## config.mk

```make
export PLATFORM = sky130hd
export DESIGN_NAME = adr_ldr_mov1
export DESIGN_NICKNAME = d
export VERILOG_FILES = /design/src/rtl/alu_pkg.sv /design/src/rtl/adr_ldr_mov1_imm_zext.sv /design/src/rtl/adr_ldr_mov1.sv
export SDC_FILE = /design/constraint.sdc
export NUM_CORES = 1
export LEC_CHECK = 0
export ABC_AREA = 1
export CAP_MARGIN = 20
export CORE_MARGIN = 2
export CORE_UTILIZATION = 40
export CTS_CLUSTER_SIZE = 40
export DETAILED_ROUTE_END_ITERATION = 12
export DONT_BUFFER_PORTS = 1
export GPL_TIMING_DRIVEN = 0
export REMOVE_ABC_BUFFERS = 1
export SLEW_MARGIN = 10
export SYNTH_ARGS = -nofsm -noshare
export SYNTH_HDL_FRONTEND = slang
export SYNTH_HIERARCHICAL = 1
export SYNTH_SLANG_ARGS = --single-unit
```

## constraint.sdc

```tcl
create_clock -name clk -period 2.6 [get_ports clk]
set_clock_uncertainty 0.1 [all_clocks]
set_input_delay 0.78 -clock clk [delete_from_list [all_inputs] [get_ports clk]]
set_output_delay 0.78 -clock clk [all_outputs]
set_load 0.05 [all_outputs]
```

## src/rtl/alu_pkg.sv

```systemverilog
`default_nettype none
// ============================================================================
//  Module      : alu_pkg
//  Description : Shared ALU definitions. Holds the 4-bit opcode map for all
//                sixteen instructions, the default datapath widths, the
//                operation class used by the ADR/LDR/MOV1 slice, and a small
//                decode helper.
//  Ports       : none (package)
//  Revision    : 1.0 - initial release
// ============================================================================
package alu_pkg;

    localparam int OPCODE_W  = 4;
    localparam int DATA_W_DEF = 32;
    localparam int IMM_W_DEF  = 16;

    // Full instruction map. Only MOV1, ADR and LDR are handled by
    // adr_ldr_mov1; the rest are listed so every ALU slice shares one map.
    localparam logic [OPCODE_W-1:0] OP_ADD  = 4'b0000;
    localparam logic [OPCODE_W-1:0] OP_SUB  = 4'b0001;
    localparam logic [OPCODE_W-1:0] OP_AND  = 4'b0010;
    localparam logic [OPCODE_W-1:0] OP_OR   = 4'b0011;
    localparam logic [OPCODE_W-1:0] OP_XOR  = 4'b0100;
    localparam logic [OPCODE_W-1:0] OP_NOT  = 4'b0101;
    localparam logic [OPCODE_W-1:0] OP_MOV1 = 4'b0110;
    localparam logic [OPCODE_W-1:0] OP_MOV2 = 4'b0111;
    localparam logic [OPCODE_W-1:0] OP_SHL  = 4'b1000;
    localparam logic [OPCODE_W-1:0] OP_SHR  = 4'b1001;
    localparam logic [OPCODE_W-1:0] OP_CMP  = 4'b1010;
    localparam logic [OPCODE_W-1:0] OP_JMP  = 4'b1011;
    localparam logic [OPCODE_W-1:0] OP_ADR  = 4'b1100;
    localparam logic [OPCODE_W-1:0] OP_LDR  = 4'b1101;
    localparam logic [OPCODE_W-1:0] OP_STR  = 4'b1110;
    localparam logic [OPCODE_W-1:0] OP_NOP  = 4'b1111;

    // How this slice treats an opcode.
    typedef enum logic [1:0] {
        CLS_NONE = 2'd0,   // not ours: zero result, no hit
        CLS_IMM  = 2'd1,   // MOV1 / ADR: zero-extended immediate
        CLS_LDR  = 2'd2    // LDR: zero result, address goes to memory
    } op_class_e;

    function automatic op_class_e decode_class(input logic [OPCODE_W-1:0] op);
        op_class_e cls;
        cls = CLS_NONE;
        case (op)
            OP_MOV1, OP_ADR: cls = CLS_IMM;
            OP_LDR:          cls = CLS_LDR;
            default:         cls = CLS_NONE;
        endcase
        return cls;
    endfunction

endpackage : alu_pkg
`default_nettype wire

```

## src/rtl/adr_ldr_mov1_imm_zext.sv

```systemverilog
`default_nettype none
// ============================================================================
//  Module      : imm_zext
//  Description : Combinational zero-extension of an IMM_W-bit immediate to
//                DATA_W bits. Shared by MOV1 and ADR, whose results are
//                bit-identical.
//  Ports       : imm_i [IMM_W-1:0]  immediate / address field
//                ext_o [DATA_W-1:0] zero-extended value
//  Revision    : 1.0 - initial release
// ============================================================================
module imm_zext #(
    parameter int IMM_W  = 16,
    parameter int DATA_W = 32
) (
    input  logic [IMM_W-1:0]  imm_i,
    output logic [DATA_W-1:0] ext_o
);

    // A zero-width replication is illegal, so the equal-width case is split
    // out rather than padding with {0{1'b0}}.
    if (DATA_W > IMM_W) begin : g_pad
        assign ext_o = {{(DATA_W-IMM_W){1'b0}}, imm_i};
    end else begin : g_same
        assign ext_o = imm_i;
    end

endmodule : imm_zext
`default_nettype wire

```

## src/rtl/adr_ldr_mov1.sv

```systemverilog
`default_nettype none
// ============================================================================
//  Module      : adr_ldr_mov1
//  Description : ALU slice for MOV R1,n / ADR / LDR. One-cycle registered
//                result, no backpressure. MOV1 and ADR return the immediate
//                zero-extended; LDR returns zero (the access itself happens
//                elsewhere); every other opcode returns zero with op_hit low.
//                When in_valid is low, out and op_hit hold and out_valid
//                drops.
//  Build option: define ADR_LDR_MOV1_MEM_REQ_EN to add mem_rd_req/mem_addr,
//                which register an LDR read request with source_1 as address.
//  Ports       : clk, rst (async, active high)
//                in_valid, opcode[3:0], immediate_value[IMM_W-1:0],
//                source_1[DATA_W-1:0]               -> inputs
//                out_valid, out[DATA_W-1:0], op_hit -> registered outputs
//                mem_rd_req, mem_addr[DATA_W-1:0]   -> optional outputs
//  Revision    : 1.0 - initial release
// ============================================================================
module adr_ldr_mov1
    import alu_pkg::*;
#(
    parameter int DATA_W = DATA_W_DEF,
    parameter int IMM_W  = IMM_W_DEF     // must not exceed DATA_W
) (
    input  logic                clk,
    input  logic                rst,
    input  logic                in_valid,
    input  logic [OPCODE_W-1:0] opcode,
    input  logic [IMM_W-1:0]    immediate_value,
    input  logic [DATA_W-1:0]   source_1,
    output logic                out_valid,
    output logic [DATA_W-1:0]   out,
    output logic                op_hit
`ifdef ADR_LDR_MOV1_MEM_REQ_EN
    ,
    output logic                mem_rd_req,
    output logic [DATA_W-1:0]   mem_addr
`endif
);

    // ------------------------------------------------------------------
    // Result selection (combinational)
    // ------------------------------------------------------------------
    logic [DATA_W-1:0] imm_ext_w;
    op_class_e         cls_w;
    logic [DATA_W-1:0] result_w;
    logic              hit_w;

    imm_zext #(
        .IMM_W  (IMM_W),
        .DATA_W (DATA_W)
    ) u_imm_zext (
        .imm_i (immediate_value),
        .ext_o (imm_ext_w)
    );

    assign cls_w = decode_class(opcode);

    always_comb begin
        result_w = '0;
        hit_w    = 1'b0;
        case (cls_w)
            CLS_IMM: begin
                result_w = imm_ext_w;
                hit_w    = 1'b1;
            end
            CLS_LDR: begin
                result_w = '0;
                hit_w    = 1'b1;
            end
            default: begin
                result_w = '0;
                hit_w    = 1'b0;
            end
        endcase
    end

    // ------------------------------------------------------------------
    // Next-state
    // ------------------------------------------------------------------
    logic [DATA_W-1:0] out_d,       out_q;
    logic              op_hit_d,    op_hit_q;
    logic              out_valid_d, out_valid_q;

    // Idle cycles keep the last result visible; only out_valid reports them.
    always_comb begin
        out_valid_d = in_valid;
        out_d       = out_q;
        op_hit_d    = op_hit_q;
        if (in_valid) begin
            out_d    = result_w;
            op_hit_d = hit_w;
        end
    end

`ifdef ADR_LDR_MOV1_MEM_REQ_EN
    logic              mem_rd_req_d, mem_rd_req_q;
    logic [DATA_W-1:0] mem_addr_d,   mem_addr_q;

    // The address only moves on an accepted LDR so it stays stable between
    // requests.
    always_comb begin
        mem_rd_req_d = in_valid && (cls_w == CLS_LDR);
        mem_addr_d   = mem_addr_q;
        if (mem_rd_req_d) begin
            mem_addr_d = source_1;
        end
    end
`else
    // source_1 is only an address for the memory request; without that
    // feature it is intentionally left unconsumed.
    logic unused_source_1;
    assign unused_source_1 = ^source_1;
`endif

    // ------------------------------------------------------------------
    // State registers
    // ------------------------------------------------------------------
    always_ff @(posedge clk or posedge rst) begin
        if (rst) begin
            out_q        <= '0;
            op_hit_q     <= 1'b0;
            out_valid_q  <= 1'b0;
`ifdef ADR_LDR_MOV1_MEM_REQ_EN
            mem_rd_req_q <= 1'b0;
            mem_addr_q   <= '0;
`endif
        end else begin
            out_q        <= out_d;
            op_hit_q     <= op_hit_d;
            out_valid_q  <= out_valid_d;
`ifdef ADR_LDR_MOV1_MEM_REQ_EN
            mem_rd_req_q <= mem_rd_req_d;
            mem_addr_q   <= mem_addr_d;
`endif
        end
    end

    assign out       = out_q;
    assign op_hit    = op_hit_q;
    assign out_valid = out_valid_q;
`ifdef ADR_LDR_MOV1_MEM_REQ_EN
    assign mem_rd_req = mem_rd_req_q;
    assign mem_addr   = mem_addr_q;
`endif

endmodule : adr_ldr_mov1
`default_nettype wire

```

# Word level (Yosys, flattened, before mapping)
# Index checks and enable logic that the tools add are counted.
totals:
  wordCells: 13
  reg_bits: 34
  input_bits: 55
  output_inout_bits: 34
op_classes:
  n_reduce_logical: 2
  mux: 3
  eq_ne: 5
ops:
  columns: ["cell", "n"]
  rows:
  - ["$mux W16", 1]
  - ["$eq A4 B4 Y1 const B", 2]
  - ["$eq A4 B3 Y1 const B", 1]
  - ["$pmux W2 S2", 1]
  - ["$reduce_or A2 Y1", 2]
  - ["$eq A2 B1 Y1 const B", 1]
  - ["$eq A2 B2 Y1 const B", 1]
  - ["$mux W1", 1]

# Longest topological paths before layout
# Gate-level depths: netlist of the first run.
depth:
  ltp_word: 6
  mapped_depth: 8
  ltp_nobuf: 7

# By module
# Netlist of the first run, hierarchy kept.
modules_own_cells:
  columns: ["module", "cells_per_inst", "seq_area_each_um2", "n_inst", "area_each_um2"]
  rows:
  - ["adr_ldr_mov1", 156, 850.8, 1, 1478.9]
  - ["imm_zext", 33, 0.0, 1, 244.0]

# Least setup slack after synthesis of the first run
# No wires, ideal clock.
synth_path:
  path_kind: "input to register"
  start: "in opcode[2]"
  end: "reg out_q[10], in the netlist out[10]"
  cell_stages: 8
  path_buffers: 1
  path_slack_ps: 908
  arrival_ps: 1474
  required_time_ps: 2382
  setup_time_ps: 118
  path_cell_list: "nand2_1 -> inv_1 -> nand2_1 -> nand2_1 -> ha_1 -> buf_6 -> nand3_1 -> nand2_1"
synth_via:
  elab_chain_len: 5
  word_cells_on_any_way: 7
  classes_between: "eq/ne: 4; mux: 2; reduce/logical: 1"
synth_lines:
  columns: ["item", "line", "source"]
  rows:
  - ["start, declared", "adr_ldr_mov1.sv:28", "input logic [OPCODE_W-1:0] opcode,"]
  - ["$eq A4 B3 Y1 / $eq A4 B4 Y1 (equally long branches)", "alu_pkg.sv:46", "case (op)"]
  - ["$reduce_or A2 Y1", "alu_pkg.sv:46", null]
  - ["$pmux W2 S2 *", "alu_pkg.sv:46", null]
  - ["$eq A2 B1 Y1 *", "adr_ldr_mov1.sv:62", "case (cls_w)"]
  - ["$mux W16 *", "adr_ldr_mov1.sv:62", null]
  - ["end signal, assigned", "adr_ldr_mov1.sv:129", "out_q <= out_d;"]
  - ["end, declared", "adr_ldr_mov1.sv:81", "logic [DATA_W-1:0] out_d, out_q;"]
# Mark *: on every way between the ends. The rest lies on a longest branch, timed or not.
# A chain may end at the register's enable or synchronous reset.

# Final worst setup path of the first run
layout_path:
  start: "in opcode[1]"
  end: "reg out_q[0], in the netlist out[0]"
# The elaborated chain is that of the path after synthesis.

==> impl_metrics.toml, run 1 <==
[synthesis]
syn-cell-area_mm2 = 0.001723
yosysSeqAreaShare = 0.4938
synthCells = 189
ys_types = 14
yosys_register_bits = 34
yosys_warnings = 6
postSynthAreaPerCell_um2 = 9.116

[sta]
setup_tns_ns = 0
whs_ns = 0.3821
drv_slew = 0
max_freq_ghz = 0.5226
slew_headroom = 0.5077
finalHoldViolations = 0
worstMarginPinSlew_ns = 0.7385
min_period_ns = 1.913
report.final.setup_viol = 0
rsz0062_at_grt = "no"
fin_crit_sh = 0.7359

[finish]
finalNetCount = 226
drive_gt1_frac = 0.1059
antenna_cells = 0
post-route-util = 0.3840
instances_no_fill = 220
area_growth_pct = -8.933
nFillCells = 436

[worst_setup_path]
cp_slowest_cell = "ha_1"
crit_type = "in -> reg"
start_kind = "input pin"
r2r_end = "out[15]"
crit_path_frequent_cell = "nand2_1"
required_ns = 2.71
cp-end-kind = "flip-flop"
timing.rr.start = "out[15]"
reg2regPathDepth = 2
r2r_slack_ns = 1.60
crit_path_max_fanout = 19
crit_path_cell_trace = "inv_1, nor2_1, nand2_1, nand2_1, ha_1, buf_8, nand3_1, nand2_1"
crit_arrival_ns = 2.03
slowest_delay_ns = 0.63

[power_and_ir_drop]
power.static_leakage_nw = 0.8859
p_per_area_mw_per_mm2 = 671.3
peakVddDrop_v = 0.0002270

[placement]
dp_cells = 213
portBuffers = 0
hpwl_mm = 1.775
gp_congestion = 0.6537

[floorplanning]
pin_count = 89
rows = 23
start_util = 0.4216
die_w_um = 69.63
dieArea_mm2 = 0.004848
die_h_um = 69.63
core_area_mm2 = 0.004086

[clock_network]
post-cts-setup-buffers = 0
tritoncts = "yes"
cts-resized-gates = 0
root_buffer = "clkbuf_8"
clockBufferDepth = 2
worstSkewPairLatency_ns = 0.27
holdBufCountCts = 0
numCtsBuffers = 5
clk_pin_slew_ns = 0.06
htreeDepth = 2
cts_sinks = 34

[global_route]
grt_pass1_wl_mm = 5.119
grt_pass1_vias = 1092
grtUsageTotal = 0.1338
overflow = 0
grt_max_degree = 35
antenna_found_initial = 0

[flow_run]
max_cap_violations = 0

[route]
detail-route-antenna-nets = 0
firstDrtPassIters = 3
post_drt_wl_per_cell_um = 12.86
vias_per_cell = 4.541
dr_total_vias = 999
drt-initial-drc-count = 55
wirelength_mm = 2.830
drcViolationCount = 0

[run_status]
status = "completed"

[hold_path]
hold_path_class = "in -> async"
==> worst max-delay path, delay by kind of cell <==
family	cells	cell delay (ns)
fa+ha+maj	1	0.63
buf+inv	2	0.27
simple gates	5	0.36
==> cells in the final DEF, fill, tap and decap left out <==
master | netlist | final
inv_1 | 4 | 3
conb_1 | 1 | 16
inv_2 | 0 | 1
dfrtp_1 | 34 | 34
nand2_2 | 10 | 10
nor2_1 | 3 | 3
inv_8 | 1 | 1
ha_1 | 1 | 1
nand2_1 | 59 | 59
clkbuf_1 | 0 | 2
o21ai_0 | 1 | 1
clkbuf_8 | 3 | 5
nand3_1 | 33 | 33
buf_8 | 1 | 1
==> routing by layer <==
metal,track usage,up-vias,routed length (um)
met3,0.05814,4,281
met2,0.2212,38,1311
met5,0,-,0
li1,-,503,-
met1,0.1447,454,1200
met4,0.07051,0,36
==> Yosys cell counts <==
| cell | number | area, um^2 |
|---|---|---|
| nand2_1 | 59 | 221.5 |
| dfrtp_1 | 34 | 850.8 |
| nand3_1 | 33 | 165.2 |
| buf_4 | 32 | 240.2 |
| nand2_2 | 10 | 62.56 |
| buf_6 | 6 | 67.56 |
| inv_1 | 4 | 15.01 |
| clkbuf_8 | 3 | 41.29 |
| nor2_1 | 3 | 11.26 |
| buf_8 | 1 | 15.01 |
| conb_1 | 1 | 3.750 |
| ha_1 | 1 | 12.51 |
| inv_8 | 1 | 11.26 |
| o21ai_0 | 1 | 5.000 |
==> final cells by class <==
class                           count  area (um^2)  area share
Sequential cell                    34        850.8      0.5423
Multi-Input combinational cell    123        538.0      0.3429
Clock buffer                        7        76.32     0.04864
Tap cell                           50        62.56     0.03987
Inverter                            5        26.28     0.01675
Timing Repair Buffer                1        15.01    0.009569
==> report_power, final <==
group          switching, W  internal, W
clock network      0.000170     0.000184
registers         0.0000926     0.000549
logic             0.0000404    0.0000167
==> stage by stage <==
stage          total power (W)  instance area (um^2)  setup WS (ns)
2_1_floorplan        0.0006927                  1415         0.5917
3_3_place_gp         0.0007081                  1478         0.1559
3_5_place_dp         0.0007114                  1493         0.3838
4_1_cts               0.001075                  1569         0.6708
5_1_grt               0.001106                  1569         0.4718
6_report              0.001053                  1569         0.6866
==> how the worst max path moves through the flow <==
| stage | startpoint | endpoint | slack [ns] | cells past startpoint |
|---|---|---|---|---|
| 2_1_floorplan | opcode[1] | out[0] | 0.59 | 7 |
| 3_3_place_gp | opcode[1] | out[7] | 0.16 | 7 |
| 3_5_place_dp | opcode[1] | out[0] | 0.38 | 8 |
| 4_1_cts | opcode[1] | out[0] | 0.67 | 8 |
| 5_1_grt | opcode[1] | out[8] | 0.47 | 8 |
| 6_report | opcode[1] | out[0] | 0.69 | 8 |
==> flip-flops by register name, indices dropped and copies added (netlist names) <==
register   flops
out_valid      1
out           32
op_hit         1
==> logic make-up (layout without fill, tap and decap cells) <==
family                     after synthesis  in the layout  synth area share
buffers and inverters                   47             13            0.2266
other                                    1             16          0.002177
AOI/OAI and AO/OA                        1              1          0.002902
adders and majority gates                1              1          0.007261
DFF                                     34             34            0.4938
and+or+nand+nor                        105            105            0.2672
Note: power is estimated with default switching activity, not from simulation.
==> run 2, diff against run 1 <==
Clock period 2.6 ns to 1.7 ns, I/O delays scaled along.
==> impl_metrics.toml, run 2 (synthesis results as in run 1) <==
[run_status]
status = "completed"

[power_and_ir_drop]
power_frac_clock = 0.337
netSwitchingFraction = 0.2881
p_per_area_mw_per_mm2 = 1025
p_comb_frac = 0.055
internal-power_w = 0.001147
power_w = 0.001611
power.static_leakage_nw = 0.8847
seqPwrFrac = 0.609
peakVddDrop_v = 0.0003472
p_sw_w = 0.0004642

[sta]
max_freq_ghz = 0.6471
min_period_ns = 1.545
fin_crit_sh = 0.9090
drv_slew = 0
slew_headroom = 0.5402
setup_tns_ns = 0
finalHoldViolations = 0
report.final.setup_viol = 0
rsz0062_at_grt = "no"
worstMarginPinSlew_ns = 0.6887

[clock_network]
clockBufferDepth = 2
tritoncts = "yes"
numCtsBuffers = 5
holdBufCountCts = 0
worstSkewPairLatency_ns = 0.27
cts_sinks = 34
clk_pin_slew_ns = 0.06
root_buffer = "clkbuf_8"
htreeDepth = 2

[route]
firstDrtPassIters = 3
detail-route-antenna-nets = 0
post_drt_wl_per_cell_um = 12.86
drt-initial-drc-count = 54
wirelength_mm = 2.830
vias_per_cell = 4.541
drcViolationCount = 0
dr_total_vias = 999

[worst_setup_path]
crit_type = "reg -> out"
path_depth = 0
reg2regPathDepth = 2
start_kind = "flip-flop"
r2r_slack_ns = 0.70
required_ns = 1.09
timing.rr.start = "out[15]"
crit_arrival_ns = 0.94
critPathLaunch = "out[30]"
crit_path_max_fanout = 2
cp-end-kind = "output pin"
r2r_end = "out[15]"

[floorplanning]
core_area_mm2 = 0.004086
dieArea_mm2 = 0.004848
start_util = 0.4216
die_w_um = 69.63
rows = 23
die_h_um = 69.63
pin_count = 89

[global_route]
grt.busiest_layer = "met2"
grt_use_met3 = 0.05814
grt_max_degree = 35
grt_util_met2 = 0.2212
grtUsageTotal = 0.1338
grt_pass1_vias = 1092
grt_util_met1 = 0.1447
grt_pass1_wl_mm = 5.119
antenna_found_initial = 0
overflow = 0

[finish]
layout_common_cells = "nand2_1, dfrtp_1, nand3_1, conb_1, nand2_2"
finalNetCount = 226
antenna_cells = 0
largest_reg_flops = 32
instances_no_fill = 220
fin_area_mm2 = 0.001572
drive_gt1_frac = 0.1118
post-route-util = 0.3846
nFillCells = 437
layout_commonest_cell = "nand2_1"
area_growth_pct = -8.787

[placement]
hpwl_mm = 1.775
portBuffers = 0
dp_cells = 213
gp_congestion = 0.6537
placed_area_mm2 = 0.001493

[flow_run]
max_cap_violations = 0

[hold_path]
hold_path_class = "in -> async"
-- run 2: cell counts in the layout (fill, tap and decap cells not counted) --
Identical to the previous run, type by type.
-- run 2: power groups by stage --
stage          sequential (W)  clock [W]  combinational, W
3_5_place_dp         0.000997          0         0.0000912
3_3_place_gp         0.000997          0         0.0000857
2_1_floorplan        0.000991          0         0.0000685
6_report             0.000981   0.000542         0.0000879
5_1_grt              0.000986   0.000599          0.000107
4_1_cts              0.000982   0.000571         0.0000913
-- run 2: through the flow --
step	hold WS [ns]	setup WS (ns)
6_report	0.1121	0.1547
4_1_cts	0.1430	0.04080
3_3_place_gp	0.4454	-0.4741
2_1_floorplan	0.4414	-0.03835
3_5_place_dp	0.4452	-0.2462
5_1_grt	0.1437	0.09696
-- run 2: final cells by class --
class / count / area (um^2) / share of cell area
Inverter: 5 / 26.28 / 0.01672
Sequential cell: 34 / 850.8 / 0.5414
Timing Repair Buffer: 1 / 15.01 / 0.009554
Multi-Input combinational cell: 123 / 540.5 / 0.3439
Clock buffer: 7 / 76.32 / 0.04857
Tap cell: 50 / 62.56 / 0.03981
-- run 2: how the worst max path moves through the flow --
stage,to,slack (ns)
3_5_place_dp,out[0],-0.25
2_1_floorplan,out[0],-0.04
6_report,out[30],0.15
5_1_grt,out[8],0.1
3_3_place_gp,out[7],-0.47
4_1_cts,out[0],0.04
-- run 2: per-layer routing --
| layer | share of wire | vias up | wire length, um |
|---|---|---|---|
| li1 | - | 503 | - |
| met1 | 0.42 | 454 | 1200 |
| met2 | 0.46 | 38 | 1311 |
| met3 | 0.099 | 4 | 281 |
| met4 | 0.013 | 0 | 36 |
| met5 | 0 | - | 0 |
-- run 2: repair_timing --
action,4_1_cts,5_1_grt
setup buffers,0,0
resized for setup,0,1
setup endpoints to repair,0,13
==> run 3, diff against run 2 <==
Settings changed: CORE_UTILIZATION 40 to 36, DONT_BUFFER_PORTS 1 to not set, GPL_ROUTABILITY_DRIVEN set to 0, PLACE_DENSITY set to 0.77, SLEW_MARGIN 10 to 20.
==> impl_metrics.toml, run 3 (synthesis results as in run 1) <==
[route]
post_drt_wl_per_cell_um = 11.88
drcViolationCount = 0
firstDrtPassIters = 4
vias_per_cell = 4.349
drt-initial-drc-count = 79
dr_total_vias = 1235
wirelength_mm = 3.374
detail-route-antenna-nets = 0

[global_route]
grt_util_met2 = 0.2242
grt_pass1_vias = 1203
grt_pass1_wl_mm = 5.464
grtUsageTotal = 0.1345
grt_use_met3 = 0.04972
grt_max_degree = 35
antenna_found_initial = 0
grt.busiest_layer = "met2"
grt_util_met1 = 0.1601
overflow = 0

[worst_setup_path]
reg2regPathDepth = 2
timing.rr.start = "op_hit"
critPathLaunch = "out[27]"
required_ns = 1.09
slowest_delay_ns = 0.38
start_kind = "flip-flop"
cp_slowest_cell = "clkdlybuf4s15_2"
crit_path_max_fanout = 2
crit_arrival_ns = 1.02
path_buf_inv = 1
r2r_slack_ns = 0.95
cp-end-kind = "output pin"
crit_path_cell_trace = "clkdlybuf4s15_2"
r2r_end = "op_hit"
crit_type = "reg -> out"
cp_top_family = "buffers and inverters"

[power_and_ir_drop]
peakVddDrop_v = 0.0003499
power_w = 0.001747
power.static_leakage_nw = 1.162
p_per_area_mw_per_mm2 = 777.7

[clock_network]
cts_sinks = 34
clockBufferDepth = 2
tritoncts = "yes"
numCtsBuffers = 5
clk_pin_slew_ns = 0.07
htreeDepth = 2
root_buffer = "clkbuf_8"
worstSkewPairLatency_ns = 0.27
holdBufCountCts = 0

[hold_path]
worstHoldStart = "out[3]"
hold_depth = 2
min_to = "out[3]"
hold_path_class = "reg -> reg"

[finish]
antenna_cells = 0
drive_gt1_frac = 0.2696
finalNetCount = 286
post-route-util = 0.4819
layout_common_cells = "nand2_1, dfrtp_1, clkdlybuf4s15_2, nand3_1, clkdlybuf4s50_1"
layout_commonest_cell = "nand2_1"
largest_reg_flops = 32
area_growth_pct = 30.36

[run_status]
status = "completed"

[placement]
hpwl_mm = 2.074
portBuffers = 56

[sta]
whs_ns = 0.3762
worstMarginPinSlew_ns = 0.7149
report.final.setup_viol = 0
fin_crit_sh = 0.9591
min_period_ns = 1.631
max_freq_ghz = 0.6133
slew_headroom = 0.5227
finalHoldViolations = 0
drv_slew = 0

[floorplanning]
die_h_um = 73.18
die_w_um = 73.18
rows = 25
dieArea_mm2 = 0.005355
pin_count = 89
core_area_mm2 = 0.004661
start_util = 0.3697

[flow_run]
max_cap_violations = 0
==> run 3: area by class of cell <==
cell class,count,area [um^2]
clock buffer,5,68.82
fill,454,2415
timing repair buffer,61,666.9
multi-input combinational,123,555.5
inverter,5,26.28
sequential,34,850.8
clock inverter,2,10.01
tap,54,67.56
==> run 3: where the power goes <==
group	internal (W)	leakage [nW]	switching (W)
clock network	0.000274	0.0438	0.000268
registers	0.000842	0.465	0.0000184
logic	0.000122	0.653	0.000223
==> run 3: what timing repair did <==
item | 4_1_cts | 5_1_grt
resized for setup | 103 | 7
buffers inserted | 1 | 4
endpoints found under the setup margin | 50 | 16
pin swaps | 1 | 6
==> run 3: worst max-delay path by stage <==
stage | end | slack, ns | cells past startpoint
after floorplan | out[0] | -0.04 | 7
after global placement | op_hit | -0.94 | 3
after detailed placement | out[9] | -0.61 | 8
after CTS | out[9] | 0.04 | 8
after global routing | out[3] | -0.0007 | 8
final | out[27] | 0.07 | 1
==> run 3: stage by stage <==
stage / TNS (ns) / cells / area (um^2) / worst slack, ns
global placement: -48.98 / 272 / 2043 / -0.9401
detailed placement: -11.14 / 272 / 2041 / -0.6139
floorplan: -0.6135 / 162 / 1415 / -0.03835
global route: -0.0006556 / 284 / 2246 / -0.0006556
finish: 0 / 284 / 2246 / 0.06946
CTS: 0 / 280 / 2183 / 0.04015
==> run 3: per-layer routing <==
metal | up-vias | wire (um)
li1 | 622 | -
met1 | 575 | 1435
met2 | 36 | 1729
met3 | 2 | 195
met4 | 0 | 14
met5 | - | 0
